--- src/rtl/cam_capture_writer_pkg.sv ---
// Shared definitions for the camera capture write path: FSM states, byte
// phase, RGB565 field layout and the default active window shared with VGA.
package cam_capture_writer_pkg;

    localparam int H_ACTIVE_DEF = 640;
    localparam int V_ACTIVE_DEF = 480;
    localparam int X_W          = 10;
    localparam int Y_W          = 9;
    localparam int PIX_W        = 16;

    // RGB565 field ranges inside a packed pixel
    localparam int R_MSB = 15;
    localparam int R_LSB = 11;
    localparam int G_MSB = 10;
    localparam int G_LSB = 5;
    localparam int B_MSB = 4;
    localparam int B_LSB = 0;

    typedef enum logic [1:0] {
        WAIT_VS_HIGH = 2'd0,
        WAIT_VS_LOW  = 2'd1,
        FRAME        = 2'd2,
        LINE         = 2'd3
    } cam_state_e;

    typedef enum logic {
        PH_HI = 1'b0,
        PH_LO = 1'b1
    } byte_phase_e;

    // The camera sends R5G3 first and G3B5 second; split them into fields.
    function automatic logic [PIX_W-1:0] pack_rgb565(input logic [7:0] hi,
                                                     input logic [7:0] lo);
        logic [PIX_W-1:0] px;
        px                = '0;
        px[R_MSB:R_LSB]   = hi[7:3];
        px[G_MSB:G_LSB]   = {hi[2:0], lo[7:5]};
        px[B_MSB:B_LSB]   = lo[4:0];
        return px;
    endfunction

endpackage

--- src/rtl/cam_capture_writer_if.sv ---
// Write side of the asynchronous pixel FIFO feeding the display block.
interface cam_capture_writer_if;
    import cam_capture_writer_pkg::*;

    logic             wr_en;
    logic [PIX_W-1:0] dout;
    logic             full_fifo;

    modport master (output wr_en, output dout, input  full_fifo);
    modport slave  (input  wr_en, input  dout, output full_fifo);

endinterface

--- src/rtl/cam_capture_writer_sync_edge.sv ---
// N-stage synchronizer for one asynchronous camera control line, with
// single-cycle rise/fall pulses derived from the synchronized copy.
module cam_capture_writer_sync_edge #(
    parameter int STAGES = 2
) (
    input  logic clk,
    input  logic rst,
    input  logic async_in,
    output logic sync_out,
    output logic rise,
    output logic fall
);

    logic [STAGES-1:0] sync_q, sync_d;
    logic              prev_q, prev_d;

    // Shift the input through the chain and remember the previous synced level
    always_comb begin
        sync_d = {sync_q[STAGES-2:0], async_in};
        prev_d = sync_q[STAGES-1];
    end

    // Synchronizer and edge-history registers, cleared on reset
    always_ff @(posedge clk) begin
        // NOTE: non-blocking assignments so every flop samples pre-edge values;
        // blocking here would collapse the chain into a single stage.
        if (rst) begin
            sync_q <= '0;
            prev_q <= 1'b0;
        end else begin
            sync_q <= sync_d;
            prev_q <= prev_d;
        end
    end

    assign sync_out = sync_q[STAGES-1];
    assign rise     = sync_out & ~prev_q;
    assign fall     = ~sync_out & prev_q;

endmodule

--- src/rtl/cam_capture_writer.sv ---
// Camera DVP capture: aligns to frame start, pairs bytes into RGB565 pixels,
// crops to the active window and pushes pixels into the display FIFO.
module cam_capture_writer
    import cam_capture_writer_pkg::*;
#(
    parameter int H_ACTIVE    = H_ACTIVE_DEF,
    parameter int V_ACTIVE    = V_ACTIVE_DEF,
    parameter int SYNC_STAGES = 2
) (
    input  logic                 clk,
    input  logic                 rst,
    input  logic                 cam_pclk,
    input  logic                 cam_vsync,
    input  logic                 cam_href,
    input  logic [7:0]           cam_data,
    cam_capture_writer_if.master fifo,
    output logic                 frame_start,
    output logic                 frame_done,
    output logic                 overflow,
    output logic                 frame_err,
    output logic [X_W-1:0]       pix_x,
    output logic [Y_W-1:0]       pix_y
);

    localparam logic [X_W-1:0] X_LIMIT = X_W'(H_ACTIVE);
    localparam logic [Y_W-1:0] Y_LAST  = Y_W'(V_ACTIVE - 1);

    // Synchronized camera controls
    logic pclk_s, pclk_rise, pclk_fall;
    logic vsync_s, vsync_rise, vsync_fall;
    logic href_s, href_rise, href_fall;

    cam_capture_writer_sync_edge #(.STAGES(SYNC_STAGES)) u_sync_pclk (
        .clk(clk), .rst(rst), .async_in(cam_pclk),
        .sync_out(pclk_s), .rise(pclk_rise), .fall(pclk_fall)
    );

    cam_capture_writer_sync_edge #(.STAGES(SYNC_STAGES)) u_sync_vsync (
        .clk(clk), .rst(rst), .async_in(cam_vsync),
        .sync_out(vsync_s), .rise(vsync_rise), .fall(vsync_fall)
    );

    cam_capture_writer_sync_edge #(.STAGES(SYNC_STAGES)) u_sync_href (
        .clk(clk), .rst(rst), .async_in(cam_href),
        .sync_out(href_s), .rise(href_rise), .fall(href_fall)
    );

    // Only the pclk rising edge matters; the level and falling edge are spare.
    logic unused_pclk;
    assign unused_pclk = &{1'b0, pclk_s, pclk_fall};

    // Data bus uses the same depth as the controls so bytes stay aligned with pclk
    logic [SYNC_STAGES-1:0][7:0] data_sync_q, data_sync_d;
    logic [7:0]                  data_s;

    // Shift the camera byte through its synchronizer chain
    always_comb begin
        data_sync_d = {data_sync_q[SYNC_STAGES-2:0], cam_data};
    end

    // Data synchronizer registers
    always_ff @(posedge clk) begin
        if (rst) data_sync_q <= '0;
        else     data_sync_q <= data_sync_d;
    end

    assign data_s = data_sync_q[SYNC_STAGES-1];

    // Capture state
    cam_state_e       state_q, state_d;
    byte_phase_e      phase_q, phase_d;
    logic [7:0]       hi_q, hi_d;
    logic [X_W-1:0]   x_q, x_d;
    logic [Y_W-1:0]   y_q, y_d;
    logic             wr_en_q, wr_en_d;
    logic [PIX_W-1:0] dout_q, dout_d;
    logic             fs_q, fs_d;
    logic             fd_q, fd_d;
    logic             ovf_q, ovf_d;
    logic             err_q, err_d;

    // Next-state, byte pairing, cropping and error tracking
    always_comb begin
        // NOTE: every variable gets a default first so no path leaves one
        // unassigned, which would infer a latch.
        state_d = state_q;
        phase_d = phase_q;
        hi_d    = hi_q;
        x_d     = x_q;
        y_d     = y_q;
        wr_en_d = 1'b0;
        dout_d  = dout_q;
        fs_d    = 1'b0;
        fd_d    = 1'b0;
        ovf_d   = ovf_q;
        err_d   = err_q;

        unique case (state_q)
            WAIT_VS_HIGH: begin
                if (vsync_s) state_d = WAIT_VS_LOW;
            end

            WAIT_VS_LOW: begin
                if (vsync_fall) begin
                    state_d = FRAME;
                    fs_d    = 1'b1;
                    x_d     = '0;
                    y_d     = '0;
                    phase_d = PH_HI;
                end
            end

            FRAME: begin
                if (vsync_rise) begin
                    err_d   = 1'b1;
                    phase_d = PH_HI;
                    state_d = WAIT_VS_LOW;
                end else if (href_rise) begin
                    // A byte arriving with the href edge is the line's first byte
                    state_d = LINE;
                    x_d     = '0;
                    phase_d = PH_HI;
                    if (pclk_rise) begin
                        hi_d    = data_s;
                        phase_d = PH_LO;
                    end
                end
            end

            LINE: begin
                if (vsync_rise) begin
                    err_d   = 1'b1;
                    phase_d = PH_HI;
                    state_d = WAIT_VS_LOW;
                end else if (href_fall) begin
                    // Half pixel or short line at line end are framing errors
                    if (phase_q == PH_LO || x_q < X_LIMIT) err_d = 1'b1;
                    phase_d = PH_HI;
                    x_d     = '0;
                    if (y_q == Y_LAST) begin
                        fd_d    = 1'b1;
                        y_d     = '0;
                        state_d = WAIT_VS_HIGH;
                    end else begin
                        y_d     = y_q + Y_W'(1);
                        state_d = FRAME;
                    end
                end else if (pclk_rise && href_s) begin
                    if (phase_q == PH_HI) begin
                        hi_d    = data_s;
                        phase_d = PH_LO;
                    end else begin
                        phase_d = PH_HI;
                        // Pixels beyond the window are dropped; x stays saturated
                        if (x_q < X_LIMIT) begin
                            if (fifo.full_fifo) begin
                                ovf_d = 1'b1;
                            end else begin
                                wr_en_d = 1'b1;
                                dout_d  = pack_rgb565(hi_q, data_s);
                            end
                            x_d = x_q + X_W'(1);
                        end
                    end
                end
            end

            default: state_d = WAIT_VS_HIGH;
        endcase
    end

    // Capture state registers
    always_ff @(posedge clk) begin
        if (rst) begin
            state_q <= WAIT_VS_HIGH;
            phase_q <= PH_HI;
            hi_q    <= '0;
            x_q     <= '0;
            y_q     <= '0;
            wr_en_q <= 1'b0;
            dout_q  <= '0;
            fs_q    <= 1'b0;
            fd_q    <= 1'b0;
            ovf_q   <= 1'b0;
            err_q   <= 1'b0;
        end else begin
            state_q <= state_d;
            phase_q <= phase_d;
            hi_q    <= hi_d;
            x_q     <= x_d;
            y_q     <= y_d;
            wr_en_q <= wr_en_d;
            dout_q  <= dout_d;
            fs_q    <= fs_d;
            fd_q    <= fd_d;
            ovf_q   <= ovf_d;
            err_q   <= err_d;
        end
    end

    assign fifo.wr_en  = wr_en_q;
    assign fifo.dout   = dout_q;
    assign frame_start = fs_q;
    assign frame_done  = fd_q;
    assign overflow    = ovf_q;
    assign frame_err   = err_q;
    assign pix_x       = x_q;
    assign pix_y       = y_q;

endmodule

--- src/flat_wrapper.sv ---
// flat-port wrapper written by rule: the top's interface ports become plain ports
module cam_capture_writer_flat import cam_capture_writer_pkg::*;
#(
    parameter int H_ACTIVE    = H_ACTIVE_DEF,
    parameter int V_ACTIVE    = V_ACTIVE_DEF,
    parameter int SYNC_STAGES = 2
)
  (clk, rst, cam_pclk, cam_vsync, cam_href, cam_data, frame_start, frame_done, overflow, frame_err, pix_x, pix_y, fifo_wr_en, fifo_dout, fifo_full_fifo);
  cam_capture_writer_if fifo_i ();
  input  logic clk;
  input  logic rst;
  input  logic cam_pclk;
  input  logic cam_vsync;
  input  logic cam_href;
  input  logic [7:0] cam_data;
  output logic frame_start;
  output logic frame_done;
  output logic overflow;
  output logic frame_err;
  output logic [X_W-1:0] pix_x;
  output logic [Y_W-1:0] pix_y;
  output wire logic [$bits(fifo_i.wr_en)-1:0] fifo_wr_en;
  output wire logic [$bits(fifo_i.dout)-1:0] fifo_dout;
  input wire logic [$bits(fifo_i.full_fifo)-1:0] fifo_full_fifo;
  assign fifo_wr_en = fifo_i.wr_en;
  assign fifo_dout = fifo_i.dout;
  assign fifo_i.full_fifo = fifo_full_fifo;
  cam_capture_writer #(.H_ACTIVE(H_ACTIVE), .V_ACTIVE(V_ACTIVE), .SYNC_STAGES(SYNC_STAGES)) u_core (.clk(clk), .rst(rst), .cam_pclk(cam_pclk), .cam_vsync(cam_vsync), .cam_href(cam_href), .cam_data(cam_data), .fifo(fifo_i), .frame_start(frame_start), .frame_done(frame_done), .overflow(overflow), .frame_err(frame_err), .pix_x(pix_x), .pix_y(pix_y));
endmodule
--- config.mk ---
export PLATFORM = sky130hd
export DESIGN_NAME = cam_capture_writer_flat
export DESIGN_NICKNAME = d
export VERILOG_FILES = /design/src/rtl/cam_capture_writer_pkg.sv /design/src/rtl/cam_capture_writer_if.sv /design/src/rtl/cam_capture_writer_sync_edge.sv /design/src/rtl/cam_capture_writer.sv /design/src/flat_wrapper.sv
export SDC_FILE = /design/constraint.sdc
export NUM_CORES = 1
export LEC_CHECK = 0
export CORE_MARGIN = 5
export CORE_UTILIZATION = 45
export CTS_CLUSTER_DIAMETER = 60
export DETAILED_ROUTE_END_ITERATION = 12
export PLACE_DENSITY = 0.7
export SLEW_MARGIN = 20
export SYNTH_ARGS = -nofsm -noshare
export SYNTH_HDL_FRONTEND = slang
export SYNTH_SLANG_ARGS = --single-unit
--- constraint.sdc ---
create_clock -name clk -period 2.5 [get_ports clk]
set_clock_uncertainty 0.1 [all_clocks]
set_input_delay 0.75 -clock clk [delete_from_list [all_inputs] [get_ports clk]]
set_output_delay 0.75 -clock clk [all_outputs]
set_load 0.05 [all_outputs]
**Yosys cells after proc, flatten, opt, wreduce, memory -nomap -nowiden**

Cells that the tools add are included.

- Register bits: 76
- Bits of input ports: 14
- Word-level logic and storage cells: 126

- Add/subtract/negate cells: 2
- Magnitude comparators: 1
- Equal/unequal tests: 22
- Muxes and demuxes: 47
- Bitwise logic cells: 18
- Reduce and logical (&&, ||, !) cells: 17

Operators by type and width:

| cell | count |
|---|---|
| 10-bit 2-to-1 mux | 8 |
| 8-bit 2-to-1 mux | 7 |
| 9-bit 2-to-1 mux | 4 |
| 10-bit case mux with 3 select lines | 1 |
| 9-bit case mux with 2 select lines | 1 |
| 8-bit case mux with 2 select lines | 1 |
| 4-bit AND reduction | 4 |
| 8-bit AND reduction | 2 |
| 1-bit 2-to-1 mux | 15 |
| 2-bit 2-to-1 mux | 7 |
| 2-bit != test (second input constant) | 7 |
| 7-bit AND reduction | 2 |
| 1-bit NOT | 13 |
| 10-bit by 1-bit adder with 10-bit output (second input constant) | 1 |
| 10-bit less-than comparator (second input constant) | 1 |
| 9-bit by 1-bit adder with 9-bit output (second input constant) | 1 |
| 9-bit equality test (second input constant) | 1 |
| 3-bit by 1-bit != test with 1-bit output (second input constant) | 3 |
| 3-bit by 2-bit != test with 1-bit output (second input constant) | 3 |
| 2-bit by 1-bit != test with 1-bit output (second input constant) | 4 |
| 2-bit case mux with 4 select lines | 1 |
| 7-bit OR reduction | 1 |
| 1-bit bitwise AND | 5 |
| 2-bit equality test (second input constant) | 2 |
| 11 further kinds | 12 |

**Logic depth before layout (Yosys ltp)**

Gate-level depths: netlist (run 1).

- Word-level depth: 7
- Mapped depth: 8
- Mapped depth without buffers: 6

**By module**

Synthesis (run 1) repeated with hierarchy kept, for this count alone.

- Cell total of the unflattened synthesis: 306
- Area total of the unflattened synthesis: 2935.3 um^2

By module, submodules not included:

| module | instances | cells each | area each (um^2) | sequential area each (um^2) |
|---|---|---|---|---|
| cam_capture_writer | 1 | 282 | 2661.3 | 1341.3 |
| cam_capture_writer_sync_edge | 3 | 8 | 91.3 | 60.1 |

**Worst setup path before layout (run 1)**

No wires, ideal clock.

- Kind: flip-flop to flip-flop
- Start point: reg u_core.x_q[8] (netlist: u_core.pix_x[8])
- End point: reg u_core.dout_q[7] (netlist: u_core.fifo.dout[7])
- Library setup time: 129 ps
- Data arrival time: 1765 ps
- Data required time: 2271 ps
- Path slack: 507 ps
- Cell stages (with the launch flop): 8
- Path buffers: 2
- Clock period less this slack: 1993 ps
- Path through: dfxtp_1 -> o21ai_4 -> nand4_4 -> nor4b_4 -> buf_6 -> buf_12 -> mux2i_1 -> nor2_1

- Word-level cells in the longest chain between the ends: 2

Ends and longest elaborated chain:

| element | RTL line | text |
|---|---|---|
| from (decl) | cam_capture_writer.sv:73 | `logic [X_W-1:0] x_q, x_d;` |
| from (signal assigned) | cam_capture_writer.sv:178 | `x_q <= '0;` |
| from (signal assigned) | cam_capture_writer.sv:190 | `x_q <= x_d;` |
| 10-bit less-than comparator | cam_capture_writer.sv:155 | `if (x_q < X_LIMIT) begin` |
| 7-bit AND reduction (no line) | - |  |
| to (signal assigned) | cam_capture_writer.sv:193 | `dout_q <= dout_d;` |
| to (decl) | cam_capture_writer.sv:76 | `logic [PIX_W-1:0] dout_q, dout_d;` |

Every way passes these cells.
A chain may end at the register's enable or synchronous reset.

**Final worst setup path (run 1)**

- Start point: reg u_core.x_q[0] (netlist: u_core.pix_x[0])
- End point: out pix_x[0]

RTL lines:

| element | RTL line | text |
|---|---|---|
| to (decl) | flat_wrapper.sv:20 | `output logic [X_W-1:0] pix_x;` |

No word-level cell between the ends.

==> results by group, run 1 <==
Cells and area
  • Nets: between 300 and 400
  • Storage element area: 0.00152 mm²
  • Layout area overhead: 27.0%
  • Ratio of cells with drive above 1 in the final layout: around 11%
  • Fillers: 596
  • Diodes inserted: 0
  • Commonest non-fill, non-tap cells in the layout: dfxtp_1, clkdlybuf4s50_1, nor2_1, nor2b_1, mux2i_1
  • Area of the multi-input gates: 0.00141 mm²
  • Commonest non-fill, non-tap cell in the layout: dfxtp_1

Global route
  • First-pass GRT wire length: 10000 µm
  • GRT overflow: 0
  • Met3 GRT Util: 3.61%
  • Initial antenna violation count: 0
  • Pin count of the biggest net entering global routing: 35
  • Grt met1 use: 18.6%
  • Top Usage Layer GRT: met2
  • GRT Overall Usage: around 15%
  • Vias in the first global route: 2183
  • GRT met2 Usage: 23.4%

Critical path
  • Internal reg-to-reg setup slack: 0.19 ns
  • R2r endpoint: u_core.pix_y[5]
  • Reg2reg start: u_core.u_sync_href.sync_q[1]
  • Worst stage delay on the critical path: 0.84 ns
  • Worst setup EP type: output pin
  • R2R cell count: 5
  • Setup CP Type: reg -> out
  • Crit path launch type: flip-flop
  • Crit-path slowest cell: clkdlybuf4s50_1
  • CP max FO: 5
  • Critical path, cell by cell: clkdlybuf4s50_1
  • CP Data Required Time: 1.65 ns
  • CP Buf/Inv Count: 1
  • WP data arrival: 1.59 ns
  • CP delay by family, top: buffers and inverters

STA
  • Setup tns final: 0 ns
  • FMAX: between 0.4 and 0.5 GHz
  • RSZ-0062 raised after global routing: no
  • Slew Limit Fails: 0
  • Crit path time final: 2.44 ns
  • Post-route setup slack: roughly 0.057 ns
  • Final Hold Fails: 0
  • Rel. slew slack: between 30% and 40%
  • Slew @ Worst Pin: 1.01 ns
  • Setup-failing EPs final: 0
  • Final period utilization: 97.7%

Logic synthesis
  • Post-synth top flop: dfxtp_1
  • Syn Inst Count: 300
  • Synth area leader: dfxtp_1
  • Ys async rst share: 0%
  • Yosys cell types: 58
  • EDFF count, synth: 0
  • Post-synthesis sequential area ratio: 50.0%
  • Synthesized area per cell: 10.2 µm²
  • Synthesized flop and latch total: 76
  • Area contributors post-synth: dfxtp_1, mux2i_1, nor2b_1, nor2_1, a21oi_1
  • Post-Syn Area: just over 0.003 mm²
  • Area fraction of the dominant cell type after synthesis: 50.0%
  • Syn nets: 316
  • Synth warn: 0

Hold path
  • Worst hold path depth: 1
  • Hold Crit Class: reg -> reg
  • Hold_sp: u_core.data_sync_d[15]
  • WHS Endpoint: u_core.data_s[7]

Floorplanning
  • Core area: 0.00668 mm²
  • Starting Density: 45.6%
  • Die Y: about 90 µm
  • Die area: 0.00851 mm²
  • Die X: 92.3 µm
  • IO Count: between 50 and 60
  • # rows: 30

Flow run
  • Max-cap violations: 0

Drt
  • Via Count: 2274
  • Avg WL per Cell: 13.2 µm
  • Remaining DRCs: 0
  • Final WL: a little under 6000 µm
  • Antenna viol nets, final: 0
  • Pre-antenna DRT Iters: 4
  • Initial DRC count: 90
  • Vias/cell: 5.12

Status
  • Outcome: finished, final reports clean

Placement
  • PortBufs: 53
  • Post-DP HPWL: 4140 µm
  • Worst slack at placement: 0.206 ns
  • Routability Congestion: ~0.86

CTS
  • Max Buffers Root-to-Sink: 2
  • Worst-path clk slew: 0.08 ns
  • H-tree depth: 3
  • Clock Sinks: between 70 and 80
  • Clock latency on the worst-skew pair: between 0.3 and 0.4 ns
  • CTS Buf Count: 9
  • Clk root buf: clkbuf_8
  • CTS tree: done
  • Post-CTS setup buffers: 0

Pwr
  • Worst vdd ir: 0.351 mV
  • P per Cell Area: 591 mW/mm²
  • Leakage: 1.38 nW
## metrics by stage
step	hold WS [ns]	cell area (µm²)	std cells	util (%)	power (mW)
3_5_place_dp	0.320	3660	428	54.8	1.37
4_1_cts	0.340	3860	444	57.8	2.32
5_1_grt	0.362	3870	444	57.9	2.38
3_3_place_gp	0.318	3660	428	54.8	1.37
2_1_floorplan	0.314	3050	300	-	1.33
6_report	0.337	3870	444	57.9	2.29
## report_power, final
part	switching, mW	leakage (nW)	internal [mW]
logic	0.0522	0.658	0.0480
clock network	0.472	0.101	0.475
registers	0.0108	0.617	1.23
total	0.535	1.38	1.75
## routing by layer
layer | vias up | wire, µm
met5 | - | 0
li1 | 1156 | -
met3 | 9 | 257
met4 | 0 | 110
met1 | 1056 | 2750
met2 | 53 | 2730
## flip-flops by register name, indices dropped and copies added (netlist names), 2 cells and up
register	cells
u_core.state_q	2
u_core.pix_x	10
u_core.fifo.dout	16
u_core.u_sync_pclk.sync_q	2
u_core.u_sync_href.sync_q	2
u_core.pix_y	9
u_core.data_sync_d	8
u_core.hi_q	8
u_core.data_s	8
u_core.u_sync_vsync.sync_q	2
## Yosys cell counts, types with 2 or more instances
library cell / number
and3_1: 3
xor2_1: 4
clkbuf_1: 7
mux2i_1: 26
nor2b_1: 34
xnor2_1: 4
nand4_1: 6
nand2_1: 9
or3_1: 2
nand3_1: 6
buf_6: 4
inv_1: 6
ha_1: 2
dfxtp_1: 76
o21ai_0: 5
a22oi_1: 2
nor3_1: 2
a31oi_1: 2
a21oi_1: 12
and2_1: 2
nor2_1: 45
a211oi_1: 4
buf_2: 2
## layout make-up
type | count | share of cell area, %
Inverter | 6 | 0.582
Multi-Input combinational cell | 204 | 36.5
Clock buffer | 9 | 3.20
Tap cell | 80 | 2.59
Clock inverter | 7 | 2.10
Sequential cell | 76 | 39.3
Timing Repair Buffer | 62 | 15.7
## kinds of logic (layout without fill, tap and decap cells)
kind of cell	after synthesis	in the layout	share of synthesized area, %
mux	26	26	8.55
buf+inv	20	84	4.07
fa+ha+maj	2	2	0.822
compound gates	45	45	10.8
xor+xnor	8	8	2.30
flops	76	76	50.0
simple gates	123	123	23.5
## timing repair
action                     4_1_cts  5_1_grt
hold buffers                     0        0
resized for setup                1        2
setup endpoints to repair        1        2
gates cloned                     0        0
## worst max-delay path by stage
| stage | cells after the start | endpoint | start | slack, ns |
|---|---|---|---|---|
| after CTS | 1 | pix_y[5] | u_core.pix_y[5] | 0.01 |
| final | 1 | pix_x[0] | u_core.pix_x[0] | 0.06 |
| after detailed placement | 5 | u_core.hi_q[2] | u_core.u_sync_href.sync_q[1] | 0.21 |
| after global placement | 5 | u_core.pix_y[2] | u_core.u_sync_href.sync_q[1] | 0.19 |
| after global routing | 1 | pix_x[2] | u_core.pix_x[2] | 0.001 |
| after floorplan | 7 | u_core.fifo.dout[7] | u_core.pix_x[8] | 0.51 |
Note: power is estimated with default switching activity, not from simulation.
==> run 2: changes to the inputs <==
--- a/config.mk
+++ b/config.mk
@@ -9,7 +9,7 @@
 export CORE_UTILIZATION = 45
 export CTS_CLUSTER_DIAMETER = 60
 export DETAILED_ROUTE_END_ITERATION = 12
-export PLACE_DENSITY = 0.7
+export DONT_BUFFER_PORTS = 1
 export SLEW_MARGIN = 20
 export SYNTH_ARGS = -nofsm -noshare
 export SYNTH_HDL_FRONTEND = slang
==> results by group, run 2 (synthesized netlist as in run 1, its figures left out) <==
Critical path
  • Internal reg-to-reg setup slack: 0.22 ns (+0.03 ns)
  • Crit-path slowest cell: nor2b_1
  • Crit path launch type: flip-flop
  • Critical path, cell by cell: nor2b_1 > a41o_1 > nand4_1 > xor2_1 > nor2_1
  • R2R cell count: 5 (unchanged)
  • Worst setup EP type: flip-flop
  • WP data arrival: 2.39 ns (+0.80 ns)
  • CP max FO: 9 (+4)
  • CP delay by family, top: simple AND/OR/NAND/NOR gates
  • R2r endpoint: u_core.pix_y[6]
  • CP Data Required Time: 2.61 ns (+0.96 ns)
  • Worst stage delay on the critical path: 0.75 ns (-0.09 ns)
  • CP Buf/Inv Count: 0 (-1)
  • Setup CP Type: reg -> reg
  • Reg2reg start: u_core.u_sync_href.sync_q[1]

Placement
  • Dpl cell area: 0.00324 mm² (-11%)
  • Post-DP HPWL: 4080 µm (-1.6%)
  • PortBufs: 0 (-100%)
  • Routability Congestion: 0.805 (-5.9%)

Status
  • Outcome: finished, final reports clean

Drt
  • Pre-antenna DRT Iters: 4 (unchanged)
  • Final WL: 5930 µm (+1.4%)
  • Remaining DRCs: 0 (unchanged)
  • Vias/cell: 5.29 (+3.2%)
  • Antenna viol nets, final: 0 (unchanged)
  • Via Count: 2136 (-6.1%)
  • Avg WL per Cell: 14.7 µm (+11%)
  • Initial DRC count: 62 (-31%)

STA
  • Rel. slew slack: 36.8% (+4.3 points)
  • Slew @ Worst Pin: 0.946 ns (-0.0639 ns)
  • Final Hold Fails: 0 (unchanged)
  • Setup-failing EPs final: 0 (unchanged)
  • Setup tns final: 0 ns (unchanged)
  • Crit path time final: 2.28 ns (-0.167 ns)
  • Final period utilization: 91.1% (-6.7 points)
  • Slew Limit Fails: 0 (unchanged)
  • RSZ-0062 raised after global routing: no
  • FMAX: 0.439 GHz (+7.3%)

CTS
  • Clk root buf: clkbuf_8
  • CTS Buf Count: 9 (unchanged)
  • Max Buffers Root-to-Sink: 2 (unchanged)
  • H-tree depth: 3 (unchanged)
  • Post-CTS setup buffers: 0 (unchanged)
  • Clock Sinks: 76 (unchanged)
  • Hold_buf cts: 0 (unchanged)
  • Worst-path clk slew: 0.08 ns (about the same)
  • Post_cts resized: 0 (-1)
  • Clock latency on the worst-skew pair: 0.33 ns (about the same)
  • CTS tree: done

Global route
  • Vias in the first global route: 2019 (-7.5%)
  • GRT met2 Usage: 21.5% (-1.9 points)
  • Met3 GRT Util: 4.59% (+0.98 points)
  • Grt met1 use: 19.7% (+1.0 points)
  • Initial antenna violation count: 0 (unchanged)
  • First-pass GRT wire length: 9980 µm (-0.41%)
  • Top Usage Layer GRT: met2
  • Pin count of the biggest net entering global routing: 66 (+89%)
  • GRT Overall Usage: 14.6% (about the same)
  • GRT overflow: 0 (unchanged)

Hold path
  • Worst hold path depth: 1 (unchanged)
  • WHS Endpoint: u_core.data_s[3]
  • Hold_sp: u_core.data_sync_d[11]
  • Hold Crit Class: reg -> reg

Floorplanning
  • Die Y: 92.3 µm (unchanged)
  • Die area: 0.00851 mm² (unchanged)
  • IO Count: 54 (unchanged)
  • Die X: 92.3 µm (unchanged)
  • # rows: 30 (unchanged)
  • Core area: 0.00668 mm² (unchanged)
  • Starting Density: 45.6% (unchanged)

Cells and area
  • Layout area overhead: 13.4%
  • Fillers: 617 (+3.5%)
  • Commonest non-fill, non-tap cell in the layout: dfxtp_1
  • Area of the multi-input gates: 0.00141 mm² (unchanged)
  • Storage element area: 0.00152 mm² (unchanged)
  • Cell area after layout: 0.00345 mm² (-11%)
  • Max reg flops: 16 (unchanged)
  • Ratio of cells with drive above 1 in the final layout: 15.4% (+4.7 points)
  • Commonest non-fill, non-tap cells in the layout: dfxtp_1, nor2_1, nor2b_1, mux2i_1, buf_4
  • Nets: 336 (-10%)
  • Final Util: 51.7% (-6.2 points)
  • Diodes inserted: 0 (unchanged)

Pwr
  • P per Cell Area: 668 mW/mm² (+13%)
  • Total Power: 2.31 mW (+0.92%)
  • Leakage: 1.22 nW (-11%)
  • Worst vdd ir: 0.419 mV (+19%)

Flow run
  • Max-cap violations: 0 (unchanged)
run 2: cell count changes in the layout (fill, tap and decap cells not counted):
cell	before	now
clkdlybuf4s50_1	48	0
buf_4	9	22
clkinv_4	2	0
dlymetal6s2s_1	2	0
inv_6	3	1
buf_2	1	0
bufinv_16	1	2
clkinv_2	0	1
clkinvlp_4	1	2
dlygate4sd2_1	1	0
run 2: cell type report:
type / count / area share (%)
clock buffers: 9 / 3.59
clock inverters: 6 / 2.57
inverters: 6 / 0.652
multi-input cells: 204 / 40.9
flip-flops and latches: 76 / 44.0
well taps: 80 / 2.90
repair buffers: 23 / 5.36
run 2: power breakdown:
| group | leakage, nW | switching [mW] | internal (mW) |
|---|---|---|---|
| combinational | 0.505 | 0.0335 | 0.0290 |
| sequential | 0.617 | 0.0123 | 1.23 |
| clock | 0.102 | 0.446 | 0.558 |
| total | 1.22 | 0.491 | 1.82 |
run 2: metrics by stage:
| step | worst slack [ns] | hold WS (ns) | instances |
|---|---|---|---|
| detailed placement | 0.221 | 0.324 | 389 |
| finish | 0.223 | 0.336 | 404 |
| global route | 0.0322 | 0.348 | 404 |
| CTS | 0.184 | 0.340 | 404 |
| floorplan | 0.507 | 0.314 | 300 |
| global placement | 0.221 | 0.319 | 389 |
run 2: worst max path at each step:
stage | start | to | depth (start not counted)
after floorplan | u_core.pix_x[8] | u_core.fifo.dout[7] | 7
after global placement | u_core.u_sync_href.prev_q | u_core.pix_y[6] | 5
after detailed placement | u_core.u_sync_href.sync_q[1] | u_core.pix_y[6] | 5
after CTS | u_core.u_sync_href.sync_q[1] | u_core.pix_y[6] | 5
after global routing | u_core.u_sync_href.prev_q | u_core.pix_y[6] | 5
final | u_core.u_sync_href.sync_q[1] | u_core.pix_y[6] | 5
run 2: routing by layer:
metal | part of all wire (%) | up-vias
met3 | 4.8 | 6
met5 | 0 | -
met2 | 46 | 51
met4 | 0.84 | 0
li1 | - | 1074
met1 | 49 | 1005
